===== src/rtl/l2_sram_memory_slave.sv =====
// rtl/l2_sram_memory_slave.sv - L2 arbiter memory-side slave driving a 1-cycle-latency single-port SRAM
module l2_sram_memory_slave #(
    parameter int ID_W       = 3,
    parameter int MEM_ADDR_W = 14
) (
    input  logic                  clk,
    input  logic                  rst,
    input  logic [29:0]           addr,
    input  logic                  rnw,
    input  logic                  is_amo,
    input  logic [4:0]            amo_type_or_burst_size,
    input  logic [ID_W-1:0]       id,
    input  logic                  request_valid,
    input  logic                  abort_request,
    output logic                  request_pop,
    input  logic [31:0]           wr_data,
    input  logic [3:0]            wr_data_be,
    input  logic                  wr_data_valid,
    output logic                  wr_data_read,
    output logic [31:0]           rd_data,
    output logic [ID_W-1:0]       rd_id,
    output logic                  rd_data_valid,
    output logic                  sram_en,
    output logic [3:0]            sram_we,
    output logic [MEM_ADDR_W-1:0] sram_addr,
    output logic [31:0]           sram_wdata,
    input  logic [31:0]           sram_rdata
);

    typedef enum logic [1:0] {
        IDLE  = 2'd0,
        READ  = 2'd1,
        WRITE = 2'd2
    } state_t;

    localparam logic [MEM_ADDR_W-1:0] ADDR_ONE = 1;

    state_t                  state;
    logic [MEM_ADDR_W-1:0]   cur_addr;
    logic [4:0]              remaining;
    logic [ID_W-1:0]         cur_id;
    logic                    rd_valid_q;
    logic [ID_W-1:0]         rd_id_q;

    logic                    rd_issue;
    logic                    wr_beat;
    logic                    last_beat;

    // AMO requests execute as plain reads/writes; upper address bits alias.
    logic unused_inputs;
    assign unused_inputs = ^{is_amo, addr[29:MEM_ADDR_W]};

    assign rd_issue  = !rst && (state == READ);
    assign wr_beat   = !rst && (state == WRITE) && wr_data_valid;
    assign last_beat = (remaining == 5'd0);

    assign request_pop   = !rst && (state == IDLE) && request_valid;
    assign wr_data_read  = wr_beat;

    assign sram_en    = rd_issue | wr_beat;
    assign sram_we    = wr_beat ? wr_data_be : 4'b0000;
    assign sram_addr  = (rd_issue | wr_beat) ? cur_addr : '0;
    assign sram_wdata = wr_beat ? wr_data : 32'h0;

    // SRAM data arrives the cycle after issue, aligned with the registered valid.
    assign rd_data_valid = rd_valid_q;
    assign rd_data       = rd_valid_q ? sram_rdata : 32'h0;
    assign rd_id         = rd_id_q;

    always_ff @(posedge clk) begin
        if (rst) begin
            state      <= IDLE;
            cur_addr   <= '0;
            remaining  <= 5'd0;
            cur_id     <= '0;
            rd_valid_q <= 1'b0;
            rd_id_q    <= '0;
        end else begin
            rd_valid_q <= rd_issue;
            if (rd_issue) begin
                rd_id_q <= cur_id;
            end
            case (state)
                IDLE: begin
                    if (request_valid && !abort_request) begin
                        cur_addr  <= addr[MEM_ADDR_W-1:0];
                        cur_id    <= id;
                        remaining <= amo_type_or_burst_size;
                        state     <= rnw ? READ : WRITE;
                    end
                end
                READ: begin
                    cur_addr  <= cur_addr + ADDR_ONE;
                    remaining <= remaining - 5'd1;
                    if (last_beat) begin
                        state <= IDLE;
                    end
                end
                WRITE: begin
                    if (wr_data_valid) begin
                        cur_addr  <= cur_addr + ADDR_ONE;
                        remaining <= remaining - 5'd1;
                        if (last_beat) begin
                            state <= IDLE;
                        end
                    end
                end
                default: state <= IDLE;
            endcase
        end
    end

endmodule


===== config.mk =====
export PLATFORM = sky130hd
export DESIGN_NAME = l2_sram_memory_slave
export DESIGN_NICKNAME = d
export VERILOG_FILES = /design/src/rtl/l2_sram_memory_slave.sv
export SDC_FILE = /design/constraint.sdc
export NUM_CORES = 1
export LEC_CHECK = 0
export CORE_MARGIN = 5
export CORE_UTILIZATION = 33
export CTS_BUF_LIST = sky130_fd_sc_hd__clkbuf_16
export CTS_CLUSTER_SIZE = 10
export DETAILED_ROUTE_END_ITERATION = 10
export PLACE_DENSITY_LB_ADDON = 0.08
export SYNTH_ARGS = -nofsm -noshare
export SYNTH_HDL_FRONTEND = slang
export SYNTH_SLANG_ARGS = --single-unit

===== constraint.sdc =====
create_clock -name clk -period 3.2 [get_ports clk]
set_clock_uncertainty 0.2 [all_clocks]
set_input_delay 0.32 -clock clk [delete_from_list [all_inputs] [get_ports clk]]
set_output_delay 0.32 -clock clk [all_outputs]
set_load 0.01 [all_outputs]

==> flow_metrics.tcl, run 1 <==
set metrics [dict create \
    ys_top_cells_by_area "dfxtp_1, and2_1, a21oi_1" \
    cp_data_required_time_ns 2.68 \
    drive_above_1_share_pct 2.83 \
    async_flop_share_pct 0 \
    outcome "finished, final reports clean" \
    r2r_cells 6 \
    r2r_slack_ns 0.90 \
    post-cts-setup-buffers 0 \
    root_buffer "clkbuf_16" \
    grt_setup_unrepaired "false" \
    synth.distinct_cells 45 \
    ctsResizeCount 0 \
    critPathArrivalTime_ns 2.20 \
    grt.overflow.total 0 \
    grt_pass1_wl_um 13100 \
    grt_antenna_before_repair 0 \
    cts_buffers 3 \
    antennaDiodeCount 0 \
    initial_utilization_pct 33.8 \
    synth_fp_nets 406 \
    setup_tns_ns 0 \
    fmax_mhz 368 \
    synth-seq-cells 28 \
    finalWeightedCongestion 0.794 \
    min_period_ns 2.72 \
    hp-class "reg2reg" \
    area_delta_synth_final_pct 92.3 \
    syn_avg_cell_area_um2 7.46 \
    portBuffers 184 \
    postCtsHoldBufs 0 \
    crit_path_start_kind "register" \
    viasPerCell 4.85 \
    synth_cells 288 \
    setup_viol 0 \
    first_pass_iters 4 \
    cts_tree "done" \
    ant_nets 0 \
    grt_pass1_vias 2293 \
    synth_area_leader_cell "dfxtp_1" \
    die_area_um2 8220 \
    synth-warning-count 0 \
    hold_violations 0 \
    routed_wl_um 8600 \
    min_path_cells 2 \
    drt_iter0_drc 127 \
    ys.flop_type "dfxtp_1" \
    drv_cap 0 \
    rows 29 \
    final_max_slew_viol_count 0 \
    fp.dieW_um 90.7 \
    cp_max_fo 15 \
    drc 0 \
    max_slew_margin_pct 54.7 \
    tightest_slew_ns 0.679 \
    clk_pin_slew_worst_paths_ns 0.07 \
    design_area_um2 4130 \
    cts_buffer_depth 2 \
    final_nets 578 \
    path_class "reg2out" \
    core-area_um2 6350 \
    timing.final.crit_share_pct 84.9 \
    placedInstanceArea_um2 4030 \
    powerDensity_nw_per_um2 360 \
    clk_latency_ns 0.26 \
    crit_path_end_kind "primary output" \
    p_leak_nw 1.53 \
    synth_area_um2 2150 \
    cts_sinks 28 \
    synth-edff-count 0 \
    grtUsageTotal_pct 19.3 \
    wire_per_inst_um 16.1 \
    ys_seq_area_share_pct 26.1 \
    grt_start_max_net_pins 38 \
    ir_worst_vdd_v 0.000337 \
    hpwlAfterDp_um 7040 \
    post-synth-top-area-fraction_pct 26.1 \
    io_pins 202 \
    vias 2601 \
    htreeDepth 1 \
    die_h_um 90.7 \
]
[metrics by stage]
| stage | hold slack (ns) | total power [W] | std cells | worst slack [ns] | utilization, % |
|---|---|---|---|---|---|
| floorplan | 0.258 | 0.000854 | 288 | 1.27 | - |
| global placement | 0.272 | 0.00111 | 532 | 0.550 | 63.4 |
| detailed placement | 0.273 | 0.00113 | 532 | 0.507 | 63.4 |
| CTS | 0.283 | 0.00150 | 536 | 0.409 | 65.0 |
| global route | 0.305 | 0.00158 | 536 | 0.225 | 65.0 |
| finish | 0.282 | 0.00149 | 536 | 0.485 | 65.0 |
[worst max-delay path: stages, from the launching register on]
cell	delay, ns
dfxtp_1	0.32
inv_1	0.07
ha_1	0.26
nor2b_1	0.19
or2_1	0.35
and2_1	0.20
clkdlybuf4s50_1	0.54
[cells by family after synthesis]
| logic type | after synthesis | share of synthesized area, % |
|---|---|---|
| flip-flops | 28 | 26.1 |
| multiplexers | 7 | 3.26 |
| AO/OA/AOI/OAI | 63 | 19.9 |
| AND/OR/NAND/NOR | 155 | 42.2 |
| buffers and inverters | 30 | 5.65 |
| adder cells (fa/ha/maj) | 5 | 2.91 |
[power by group]
part           switching, W  internal, W
Combinational      0.000317     0.000349
Clock              0.000116     0.000249
Sequential        0.0000577     0.000400
[worst paths after layout]
check                      end          from
setup / recovery  sram_addr[9]      state[1]
hold / removal    remaining[4]  remaining[4]
setup reg to reg  remaining[0]      state[0]
hold reg to reg   remaining[4]  remaining[4]
[registers in the layout, indices dropped and copies added, names as in the netlist]
register	count
cur_addr	14
rd_id	3
remaining	5
state	2
cur_id	3
rd_data_valid	1
[cell usage after synthesis (6+ instances only)]
cell type  count
a21oi_1       17
inv_1          9
nand3_1       10
o21ai_1       12
mux2i_1        7
nor2b_1        8
and2_1        84
nand2_1       11
clkbuf_1      15
nor2_1        16
nor3_1         6
dfxtp_1       28
[cells in the final DEF, fill, tap and decap left out, drive strengths merged, types with 6 or more instances in the layout]
master,instances
dfxtp,28
nand2,11
nor3,6
clkdlybuf4s50,184
and2,84
nor2b,8
o21ai,17
mux2i,7
nor2,16
inv,10
a21oi,18
nand3,10
[cell type report]
type	count	area, um^2
fill	549	2220
timing repair buffer	187	1860
multi-input combinational	230	1470
sequential	28	561
tap	77	96.3
clock buffer	3	75.1
inverter	10	37.5
clock inverter	1	30.0
[routing by layer]
| layer | vias up | wire length, um | GRT usage [%] |
|---|---|---|---|
| li1 | 1333 | - | - |
| met2 | 96 | 4460 | 34.6 |
| met5 | - | 0 | 0 |
| met1 | 1170 | 3580 | 24.6 |
| met4 | 0 | 39 | 2.98 |
| met3 | 2 | 529 | 3.00 |
(Power assumes the default switching activity.)
==> run 2: changes to the inputs <==
--- a/config.mk
+++ b/config.mk
@@ -6,7 +6,7 @@
 export NUM_CORES = 1
 export LEC_CHECK = 0
 export CORE_MARGIN = 5
-export CORE_UTILIZATION = 33
+export CORE_UTILIZATION = 31
 export CTS_BUF_LIST = sky130_fd_sc_hd__clkbuf_16
 export CTS_CLUSTER_SIZE = 10
 export DETAILED_ROUTE_END_ITERATION = 10
==> constraint.sdc (replaced) <==
create_clock -name clk -period 2.6 [get_ports clk]
set_clock_uncertainty 0.2 [all_clocks]
set_input_delay 0.26 -clock clk [delete_from_list [all_inputs] [get_ports clk]]
set_output_delay 0.26 -clock clk [all_outputs]
set_load 0.01 [all_outputs]
==> run 2 against run 1 <==
Flip-flop and latch count is the same. Hold slack improved by 0.0050 ns. Via count up 1.9%. First-iteration DRC count decreased by 18%. Setup slack got worse by 0.36 ns. Critical endpoint is now sram_addr[12]. Critical path depth stayed put. Highest routed layer unchanged.
==> flow_metrics.tcl, run 2 (synthesis results as in run 1) <==
set metrics [dict create \
    p_leak_nw 1.58 \
    clk_pin_slew_worst_paths_ns 0.07 \
    io_pins 202 \
    crit_path_end_kind "primary output" \
    finalWeightedCongestion 0.794 \
    p_int_w 0.00124 \
    htreeDepth 1 \
    hold_violations 0 \
    path_class "reg2out" \
    nFillCells 627 \
    finalNonFillerCells 542 \
    ir_worst_vdd_v 0.000316 \
    final_cell_mix "clkdlybuf4s50_1, and2_1, dfxtp_1, a21oi_1, nor2_1" \
    cp_data_required_time_ns 2.14 \
    setup_tns_ns 0 \
    routed_wl_um 8620 \
    cts_buffer_depth 2 \
    timing.final.crit_share_pct 95.4 \
    final_max_slew_viol_count 0 \
    design_area_um2 4170 \
    grt.overflow.total 0 \
    drt_iter0_drc 104 \
    biggestRegsByFlops "cur_addr x14, remaining x5" \
    p_comb_share_pct 45.4 \
    grt_start_max_net_pins 38 \
    grt_pass1_vias 2386 \
    core-area_um2 6760 \
    power_w 0.00185 \
    setup_viol 0 \
    r2r_start "state[1]" \
    initial_utilization_pct 31.8 \
    die_h_um 93.2 \
    vias 2650 \
    cts_sinks 28 \
    die_area_um2 8690 \
    drc 0 \
    grt_pass1_wl_um 13100 \
    largest_reg_flops 14 \
    min_from "remaining[1]" \
    final_nets 581 \
    largest_register "cur_addr" \
    cts_tree "done" \
    powerDensity_nw_per_um2 443 \
    grt_setup_unrepaired "false" \
    post-cts-setup-buffers 0 \
    wire_per_inst_um 15.9 \
    clk_latency_ns 0.26 \
    cp_max_fo 15 \
    grtUsageTotal_pct 18.4 \
    hp-class "reg2reg" \
    rows 30 \
    critPathArrivalTime_ns 2.02 \
    antennaDiodeCount 0 \
    root_buffer "clkbuf_16" \
    drv_cap 0 \
    fmax_mhz 403 \
    hpwlAfterDp_um 7010 \
    switching_power_w 0.000612 \
    multi_input_area_um2 1470 \
    cts_buffers 3 \
    max_slew_margin_pct 64.9 \
    drive_above_1_share_pct 4.33 \
    placedInstanceArea_um2 4050 \
    critPathLaunch "state[0]" \
    portBuffers 184 \
    area_delta_synth_final_pct 94.3 \
    place_inst 538 \
    p_sw_share_pct 33.1 \
    crit_path_start_kind "register" \
    sequentialPowerShare_pct 29.9 \
    first_pass_iters 4 \
    min_period_ns 2.48 \
    fp.dieW_um 93.2 \
    ant_nets 0 \
    tightest_slew_ns 0.526 \
    final_common_cell "clkdlybuf4s50_1" \
    regArea_um2 562 \
    grt_antenna_before_repair 0 \
    power.share.clock_pct 24.7 \
    viasPerCell 4.89 \
    outcome "finished, final reports clean" \
    fin_util_pct 61.8 \
]
[run 2: what timing repair did]
action | 4_1_cts | 5_1_grt
gates resized for setup | 1 | 6
hold buffers | 0 | 0
setup endpoints to repair | 15 | 47
pin swaps | 0 | 1
[run 2: area by class of cell]
class / instances / area share [%]
multi-input combinational: 230 / 35.3
inverter: 10 / 0.899
sequential: 28 / 13.5
clock buffer: 3 / 1.80
clock inverter: 1 / 0.719
tap: 80 / 2.40
timing repair buffer: 190 / 45.4
[run 2: power groups by stage]
stage               Combinational [W]  Clock (W)  Sequential [W]
detailed placement           0.000836          0        0.000563
CTS                          0.000843   0.000469        0.000553
floorplan                    0.000505          0        0.000546
global placement             0.000823          0        0.000560
finish                       0.000840   0.000457        0.000554
global route                 0.000928   0.000483        0.000564
[run 2: critical path, cell delays in order (launching register included)]
cell	delay (ns)
dfxtp_2	0.35
inv_1	0.06
ha_1	0.20
and3_1	0.20
or2_4	0.29
and2_1	0.17
clkdlybuf4s50_1	0.49
[run 2: path summary, 6_finish.rpt]
| path | to | slack (ns) | cells after the start |
|---|---|---|---|
| max | sram_addr[12] | 0.12 | 6 |
| min | remaining[1] | 0.29 | 2 |
| max reg2reg | cur_addr[7] | 0.52 | 7 |
| min reg2reg | remaining[1] | 0.29 | 2 |
[run 2: through the flow]
stage	setup slack, ns	hold slack, ns
detailed placement	0.0284	0.276
floorplan	0.728	0.204
global route	0.00544	0.309
global placement	0.0726	0.271
CTS	0.0411	0.290
finish	0.120	0.287
[run 2: routing by layer]
metal | vias to the layer above | part of all wire, % | track usage (%)
met5 | - | 0 | 0
met4 | 0 | 1.8 | 5.01
met2 | 102 | 50 | 33.3
li1 | 1332 | - | -
met1 | 1204 | 40 | 22.0
met3 | 12 | 7.3 | 3.78
